--- src/rtl/gray_pkg.sv ---
// Shared types and helpers for the Gray-count receiver: state encoding,
// Gray-to-binary decode and the multi-bit-step test.
package gray_pkg;

    localparam int unsigned MAX_W = 16;

    typedef enum logic {
        PRIME = 1'b0,
        TRACK = 1'b1
    } rx_state_e;

    // Narrower callers zero-extend into MAX_W; leading zeros do not disturb the XOR prefix.
    function automatic logic [MAX_W-1:0] gray2bin(input logic [MAX_W-1:0] gray);
        logic [MAX_W-1:0] bin;
        bin[MAX_W-1] = gray[MAX_W-1];
        for (int i = MAX_W - 2; i >= 0; i--) begin
            bin[i] = bin[i+1] ^ gray[i];
        end
        return bin;
    endfunction

    // True when two or more bits are set, i.e. clearing the lowest set bit leaves a nonzero value.
    function automatic logic popcount_gt1(input logic [MAX_W-1:0] diff);
        return (diff & (diff - MAX_W'(1))) != '0;
    endfunction

endpackage

--- src/rtl/gray_count_receiver_sync.sv ---
// Multi-flop synchronizer for a Gray-coded bus; nothing sits ahead of the first stage.
module gray_sync #(
    parameter int unsigned WIDTH  = 4,
    parameter int unsigned STAGES = 2
) (
    input  logic             clk,
    input  logic             rst_n,
    input  logic [WIDTH-1:0] i_d,
    output logic [WIDTH-1:0] o_q
);

    logic [WIDTH-1:0] r_stage [STAGES];

    always_ff @(posedge clk or negedge rst_n) begin
        if (!rst_n) begin
            for (int i = 0; i < STAGES; i++) begin
                r_stage[i] <= '0;
            end
        end else begin
            r_stage[0] <= i_d;
            for (int i = 1; i < STAGES; i++) begin
                r_stage[i] <= r_stage[i-1];
            end
        end
    end

    assign o_q = r_stage[STAGES-1];

endmodule

--- src/rtl/gray_count_receiver.sv ---
// Receives a Gray count from a foreign domain, decodes it, reports per-sample
// increments and flags illegal multi-bit steps once the sync chain is primed.
module gray_count_receiver
    import gray_pkg::*;
#(
    parameter int unsigned COUNTER_WIDTH = 4,
    parameter int unsigned SYNC_STAGES   = 2,
    parameter int unsigned ERR_CNT_WIDTH = 8
) (
    input  logic                     clk,
    input  logic                     rst_n,
    input  logic [COUNTER_WIDTH-1:0] gray_in,
    input  logic                     clear_in,
    output logic [COUNTER_WIDTH-1:0] binary_out,
    output logic [COUNTER_WIDTH-1:0] delta_out,
    output logic                     delta_valid_out,
    output logic                     step_error_out,
    output logic                     sticky_error_out,
    output logic [ERR_CNT_WIDTH-1:0] error_count_out,
    output logic                     tracking_out
);

    localparam int unsigned PCW = $clog2(SYNC_STAGES + 1);

    logic [COUNTER_WIDTH-1:0] w_sync_q;
    logic [COUNTER_WIDTH-1:0] w_bin_next;
    logic                     w_illegal;

    logic [COUNTER_WIDTH-1:0] r_prev_gray;
    logic [COUNTER_WIDTH-1:0] r_binary;
    logic [COUNTER_WIDTH-1:0] r_delta;
    logic                     r_delta_valid;
    rx_state_e                r_state;
    logic [PCW-1:0]           r_prime_cnt;
    logic                     r_step_err;
    logic                     r_sticky;
    logic [ERR_CNT_WIDTH-1:0] r_err_cnt;
    logic                     r_tracking;

    gray_sync #(
        .WIDTH  (COUNTER_WIDTH),
        .STAGES (SYNC_STAGES)
    ) u_sync (
        .clk   (clk),
        .rst_n (rst_n),
        .i_d   (gray_in),
        .o_q   (w_sync_q)
    );

    always_comb begin
        w_bin_next = COUNTER_WIDTH'(gray2bin(MAX_W'(w_sync_q)));
        w_illegal  = popcount_gt1(MAX_W'(w_sync_q ^ r_prev_gray));
    end

    // Decode path runs every cycle regardless of FSM state or clear.
    always_ff @(posedge clk or negedge rst_n) begin
        if (!rst_n) begin
            r_prev_gray   <= '0;
            r_binary      <= '0;
            r_delta       <= '0;
            r_delta_valid <= 1'b0;
        end else begin
            r_prev_gray   <= w_sync_q;
            r_binary      <= w_bin_next;
            r_delta       <= w_bin_next - r_binary;
            r_delta_valid <= (w_bin_next != r_binary);
        end
    end

    // PRIME holds off error checks until the sync chain has flushed stale contents.
    always_ff @(posedge clk or negedge rst_n) begin
        if (!rst_n) begin
            r_state     <= PRIME;
            r_prime_cnt <= '0;
            r_step_err  <= 1'b0;
            r_sticky    <= 1'b0;
            r_err_cnt   <= '0;
            r_tracking  <= 1'b0;
        end else if (clear_in) begin
            r_state     <= PRIME;
            r_prime_cnt <= '0;
            r_step_err  <= 1'b0;
            r_sticky    <= 1'b0;
            r_err_cnt   <= '0;
            r_tracking  <= 1'b0;
        end else begin
            case (r_state)
                PRIME: begin
                    r_step_err <= 1'b0;
                    if (r_prime_cnt == PCW'(SYNC_STAGES)) begin
                        r_state    <= TRACK;
                        r_tracking <= 1'b1;
                    end else begin
                        r_prime_cnt <= r_prime_cnt + PCW'(1);
                    end
                end
                TRACK: begin
                    r_tracking <= 1'b1;
                    r_step_err <= w_illegal;
                    if (w_illegal) begin
                        r_sticky <= 1'b1;
                        if (r_err_cnt != '1) begin
                            r_err_cnt <= r_err_cnt + ERR_CNT_WIDTH'(1);
                        end
                    end
                end
                default: begin
                    r_state    <= PRIME;
                    r_step_err <= 1'b0;
                    r_tracking <= 1'b0;
                end
            endcase
        end
    end

    assign binary_out       = r_binary;
    assign delta_out        = r_delta;
    assign delta_valid_out  = r_delta_valid;
    assign step_error_out   = r_step_err;
    assign sticky_error_out = r_sticky;
    assign error_count_out  = r_err_cnt;
    assign tracking_out     = r_tracking;

endmodule

--- config.mk ---
export PLATFORM = sky130hd
export DESIGN_NAME = gray_count_receiver
export DESIGN_NICKNAME = d
export VERILOG_FILES = /design/src/rtl/gray_pkg.sv /design/src/rtl/gray_count_receiver_sync.sv /design/src/rtl/gray_count_receiver.sv
export SDC_FILE = /design/constraint.sdc
export NUM_CORES = 1
export LEC_CHECK = 0
export BUFFER_PORTS_ARGS = -buffer_cell sky130_fd_sc_hd__buf_2
export CORE_UTILIZATION = 33
export CTS_CLUSTER_DIAMETER = 120
export DETAILED_ROUTE_END_ITERATION = 7
export PLACE_DENSITY_LB_ADDON = 0.3
export SLEW_MARGIN = 15
export SYNTH_ARGS = -nofsm -noshare
export SYNTH_HDL_FRONTEND = slang
export SYNTH_SLANG_ARGS = --single-unit
--- constraint.sdc ---
create_clock -name clk -period 2.1 [get_ports clk]
set_input_delay 0.105 -clock clk [delete_from_list [all_inputs] [get_ports clk]]
set_output_delay 0.105 -clock clk [all_outputs]
set_load 0.01 [all_outputs]
**Yosys cells after proc, flatten, opt, wreduce, memory -nomap -nowiden**

Index checks and enable logic that the tools add are counted.

- Equal/unequal tests: 6
- Mux-type cells: 18
- Bitwise gates (word level): 6
- Reductions and logical operators: 7
- Add/subtract/negate cells: 4

Operators by type and width:

| cell | count |
|---|---|
| two-way mux 8 bit | 4 |
| bitwise AND 4 x 16 -> 16 bit | 1 |
| nonzero test 16 bit | 1 |
| two-way mux 1 bit | 9 |
| adder 8 x 1 -> 8 bit, second input constant | 1 |
| inequality test 8 bit, second input constant | 1 |
| two-way mux 2 bit | 3 |
| nonzero test 2 bit | 3 |
| subtractor 4 x 1 -> 5 bit, second input constant | 1 |
| inequality test 2 bit, second input constant | 2 |
| inequality test 4 bit | 1 |
| case mux 1 bit (2 select lines) | 2 |
| AND reduction 2 bit | 2 |
| subtractor 4 bit | 1 |
| XOR 4 bit | 1 |
| inequality test 3 bit, second input constant | 1 |
| AND reduction 3 bit | 1 |
| XOR 1 bit | 3 |
| adder 2 x 1 -> 2 bit, second input constant | 1 |
| == test 2 bit, second input constant | 1 |
| inverter 1 bit | 1 |

- Word-level logic and storage cells: 53
- Output and inout port bits: 20
- Input port bits: 7
- Bits in registers: 35

**Logic depth before layout (Yosys ltp)**

- Word-level depth: 7
- Gate-level depth with buffers: 8
- Depth with buffers taken out: 8

**Cells and area by module**

Synthesis repeated with hierarchy kept, for this count alone.

- Cell total of the unflattened synthesis: 124
- Area, all modules: 1462.7 µm²

Modules (own cells, without submodules):

| module | seq. area each (µm²) | area an instance (µm²) | cells each | instances |
|---|---|---|---|---|
| gray_count_receiver | 650.6 | 1232.4 | 112 | 1 |
| gray_sync | 200.2 | 230.2 | 12 | 1 |

**Worst setup path before layout**

Ideal clock, no wire load.

- Path kind: register -> register
- Start: register u_sync.r_stage, in the netlist u_sync.o_q[3]
- End: register r_delta_valid (netlist: delta_valid_out)
- Cell stages (with the launch flop): 7
- Path buffers: 0
- Setup slack: 168 ps
- Data required time: 1964 ps
- Clock period less this slack: 1932 ps
- Library setup time: 136 ps
- Arrival time: 1795 ps
- Cells stage by stage: dfrtp_1 -> xor2_1 -> xnor2_1 -> xor2_1 -> ha_1 -> inv_1 -> or3_2

- Cells in the longest elaborated chain, start to end: 4

Ends and longest elaborated chain:

| item | RTL line | source |
|---|---|---|
| from (decl) | gray_count_receiver_sync.sv:12 | `logic [WIDTH-1:0] r_stage [STAGES];` |
| from (signal, indexed assignment) | gray_count_receiver_sync.sv:22 | `r_stage[i] <= r_stage[i-1];` |
| XOR 1 bit (*) | gray_pkg.sv:17 | `bin[i] = bin[i+1] ^ gray[i];` |
| via w_bin_next[2] | gray_count_receiver.sv:26 | `logic [COUNTER_WIDTH-1:0] w_bin_next;` |
| XOR 1 bit (2 in a row) | gray_pkg.sv:17 |  |
| inequality test 4 bit (*) | gray_count_receiver.sv:66 | `r_delta_valid <= (w_bin_next != r_binary);` |
| to (signal assigned) | gray_count_receiver.sv:66 |  |
| to (decl) | gray_count_receiver.sv:32 | `logic r_delta_valid;` |

The timed path passes the listed nets; every way through them passes the cells marked *.
A chain may end at the register's enable or synchronous reset.

**Final worst setup path**

- Start: register u_sync.r_stage, in the netlist u_sync.o_q[3]
- End: register r_err_cnt[5] (netlist: error_count_out[5])

- Cells in the longest elaborated chain, start to end: 6

Ends and longest elaborated chain:

| item | RTL line | source |
|---|---|---|
| XOR 4 bit (*) | gray_count_receiver.sv:52 | `w_illegal = popcount_gt1(MAX_W'(w_sync_q ^ r_prev_gray));` |
| subtractor 4 x 1 -> 5 bit | gray_pkg.sv:24 | `return (diff & (diff - MAX_W'(1))) != '0;` |
| bitwise AND 4 x 16 -> 16 bit (*) | gray_pkg.sv:24 |  |
| nonzero test 16 bit (*) | gray_pkg.sv:24 |  |
| nonzero test 2 bit (no line) (*) | - |  |
| AND reduction 3 bit (no line) (*) | - |  |
| to (signal assigned) | gray_count_receiver.sv:103 | `r_err_cnt <= r_err_cnt + ERR_CNT_WIDTH'(1);` |
| to (decl) | gray_count_receiver.sv:37 | `logic [ERR_CNT_WIDTH-1:0] r_err_cnt;` |

Mark *: on every way between the ends. The rest lies on a longest branch, timed or not.

==> key figures <==
Run status
  – Status: complete, no violations

Power
  – P_leak: 0.000853 uW
  – P per Cell Area: 934 nW/um^2
  – VDD IR-drop max: 307 uV

Place
  – I/O Buffers: 26
  – Post-Place Cells: 193
  – DP Wirelength: 1650 um
  – GPL Wtd Cong: 0.784
  – Worst slack, placed: 0.0781 ns

Cells and area
  – Share of layout cells above drive strength 1: 29.7%
  – Total inserted antenna cells: 0
  – Reg area: 851 sq um
  – Final std cells w/o fill: 205
  – Layout Nets: 168
  – Fillers: 397
  – Area grow syn2layout: 21.7%
  – Area of the multi-input gates: 551 sq um

Logic synthesis
  – EDFF count, synth: 0
  – Post-synthesis simple-gate area fraction: 13.2%
  – Area leader, netlist: dfrtp_1
  – Multiplexer share of the synthesized area: 1.73%
  – Unique masters post-synth: 38
  – Syn nets: 132
  – XOR/XNOR Fraction of Synth Area: 7.08%
  – Seq/Total Area, Yosys: 58.7%
  – Commonest register cell after synthesis: dfrtp_1
  – Mapped Area: 1450 sq um
  – Ys Warns: 0
  – Post-Syn Area per Cell: 12.2 sq um
  – Post-synth top area share: 58.7%
  – Synth Area in Compound Gates: 9.23%
  – Largest family of logic cells by synthesized area: simple AND/OR/NAND/NOR gates
  – Ranking of synthesized cells by area: dfrtp_1 (59%), ha_1 (4.3%), xor2_1 (3.0%), nor2_1 (2.6%), inv_1 (2.3%)
  – Post-Synthesis Cells: 119
  – Synth Register Bits: 34
  – Asr flop ratio synth: 100%
  – Area share of fa/ha/maj cells after synthesis: 5.69%

STA
  – Skew final: 0.00763 ns
  – Final worst slack: 0.110 ns
  – Fmax: 0.502 GHz
  – Hold Fails Final Rpt: 0
  – Worst Tran Pin Value: 0.737 ns
  – Hold WS: 0.139 ns
  – Unrepaired setup endpoints after global routing: true
  – Relative slew margins: 50.8%
  – Setup TNS: 0 ns
  – Min Tclk post-route: 1.99 ns
  – Final Max Tran Viols: 0
  – Final setup fails: 0
  – Tcrit/Tclk final: 94.8%

Setup path
  – Critical Path End Type: register
  – R2R setup slack: 0.11 ns
  – Critical path class: register to register
  – Worst setup SP type: register
  – Reg2Reg Launch Point: u_sync.o_q[3]$_DFF_PN0_
  – Worst Reg-to-Reg Cells: 6
  – Worst R2R End: error_count_out[5]$_DFFE_PN0P_
  – Crit-path max FO: 11
  – Critical Path AT: 2.16 ns
  – Worst EP required: 2.26 ns

Clock tree
  – Post-CTS Setup Inserts: 0
  – Root Driver: clkbuf_8
  – Clock sinks: 34
  – Clk slew on worst S/H paths: 0.07 ns
  – TritonCTS buffer count: 5
  – Worst-skew pair later-pin latency: 0.29 ns
  – CTS tree: built
  – Maximum clock path buffer count: 2
  – H-Tree Depth: 2

Drt
  – Wire per inst: 11.8 um
  – Post-Route WL: 2420 um
  – First-pass iteration count of the detailed router: 4
  – Via count: 943
  – DRC: 0
  – Routed Antenna Nets: 0
  – DR iter-0 viols: 73
  – DR vias/cell: 4.60

Global routing
  – First-pass GRT wire length: 4190 um
  – Antenna violations before repair: 0
  – Gr ovfl total: 0
  – Vias in the first global route: 927
  – Largest net degree at the start of global routing: 35
  – Total GRT Usage: 12.8%

Die
  – Total die area: 4660 sq um
  – Initial core utilization: 35.2%
  – FP Rows: 23
  – Die H: 68.3 um
  – Die W: 68.3 um
  – Num ports: 27
  – Core area: 4120 sq um

Worst hold path
  – Worst Hold Class: primary input to register
  – Worst Hold Launch: clear_in
  – Hold path endpoint: error_count_out[2]$_DFFE_PN0P_
  – Hold Path Depth: 2

Job
  – Max-cap violations: 0
[metrics by stage]
stage	instance area, sq um	total power [uW]	util (%)
after floorplan	1450	1080	-
after global placement	1620	1190	39.4
after detailed placement	1620	1210	39.4
after CTS	1750	1670	42.5
after global routing	1760	1780	42.9
final	1760	1650	42.9
[power breakdown]
group	total (uW)	internal, uW	switching, uW
clock	444	222	222
combinational	393	178	215
sequential	810	756	54.2
total	1650	1160	492
[critical path: stages (launching register included)]
cell and delay [ns]:
dfrtp_1 0.41, buf_4 0.16, xor2_2 0.17, a211o_2 0.30
a22oi_2 0.43, nor3_2 0.11, mux2_4 0.31
[registers in the layout, summed over array words and instances (netlist names), 2 cells and up]
register / flops
r_prev_gray: 3
r_prime_cnt: 2
u_sync.r_stage: 4
delta_out: 4
error_count_out: 8
u_sync.o_q: 4
binary_out: 4
[worst max-delay path by stage]
stage	start	to	slack, ns	depth (start not counted)
global placement	u_sync.o_q[2]$_DFF_PN0_	delta_valid_out$_DFF_PN0_	0.14	6
floorplan	u_sync.o_q[3]$_DFF_PN0_	delta_valid_out$_DFF_PN0_	0.17	6
detailed placement	u_sync.o_q[2]$_DFF_PN0_	delta_valid_out$_DFF_PN0_	0.08	6
finish	u_sync.o_q[3]$_DFF_PN0_	error_count_out[5]$_DFFE_PN0P_	0.11	6
CTS	u_sync.o_q[2]$_DFF_PN0_	delta_out[2]$_DFF_PN0_	0.07	6
global route	u_sync.o_q[3]$_DFF_PN0_	error_count_out[5]$_DFFE_PN0P_	-0.02	6
[synth_stat cells (all sizes together), types with 2 or more instances]
| master | n |
|---|---|
| nor3 | 3 |
| o21ai | 4 |
| dfrtp | 34 |
| buf | 3 |
| inv | 9 |
| and2 | 2 |
| nand4 | 2 |
| a21oi | 5 |
| xnor2 | 3 |
| xor2 | 7 |
| or3 | 4 |
| ha | 5 |
| nand3 | 2 |
| o21a | 2 |
| nor2 | 10 |
| a21o | 2 |
| nand2 | 7 |
[cells in the final DEF (no fill, tap or decap), types with 2 or more instances in the layout]
master | netlist | final
nand2_1 | 7 | 7
xor2_2 | 2 | 3
nand3_1 | 2 | 2
clkbuf_8 | 0 | 5
nand4_1 | 2 | 2
dlygate4sd3_1 | 0 | 5
ha_1 | 5 | 5
o21a_1 | 2 | 2
nor2_1 | 10 | 10
xor2_1 | 5 | 4
inv_1 | 9 | 9
dfrtp_1 | 34 | 34
or3_1 | 3 | 3
o21ai_0 | 4 | 4
a21oi_1 | 5 | 5
xnor2_1 | 3 | 2
buf_2 | 0 | 26
nor3_1 | 2 | 2
clkinv_2 | 0 | 2
[layer usage]
| layer | GRT usage [%] | vias up | share of wire, % |
|---|---|---|---|
| met4 | 10.2 | 0 | 3.6 |
| met5 | 0 | - | 0 |
| met1 | 15.9 | 442 | 47 |
| met2 | 18.5 | 20 | 46 |
| li1 | - | 473 | - |
| met3 | 3.50 | 8 | 4.0 |
[what timing repair did]
item / 4_1_cts / 5_1_grt
endpoints found under the hold margin: 38 / 0
resized for setup: 0 / 2
setup endpoints to repair: 0 / 3
hold buffers: 5 / 0
[layout make-up]
cell class | count | share of cell area (%)
sequential | 34 | 48.2
multi-input combinational | 73 | 31.2
timing repair buffer | 32 | 10.6
clock buffer | 5 | 3.90
tap | 50 | 3.55
inverter | 9 | 1.91
clock inverter | 2 | 0.567
[kinds of logic (layout without fill, tap and decap cells)]
group                      after synthesis  after routing
muxes                                    2              2
xor gates and xnor gates                10             10
buffers and inverters                   12             48
DFF                                     34             34
and+or+nand+nor                         36             36
adders and majority gates                6              6
AOI/OAI and AO/OA                       19             19
(Power assumes the default switching activity.)
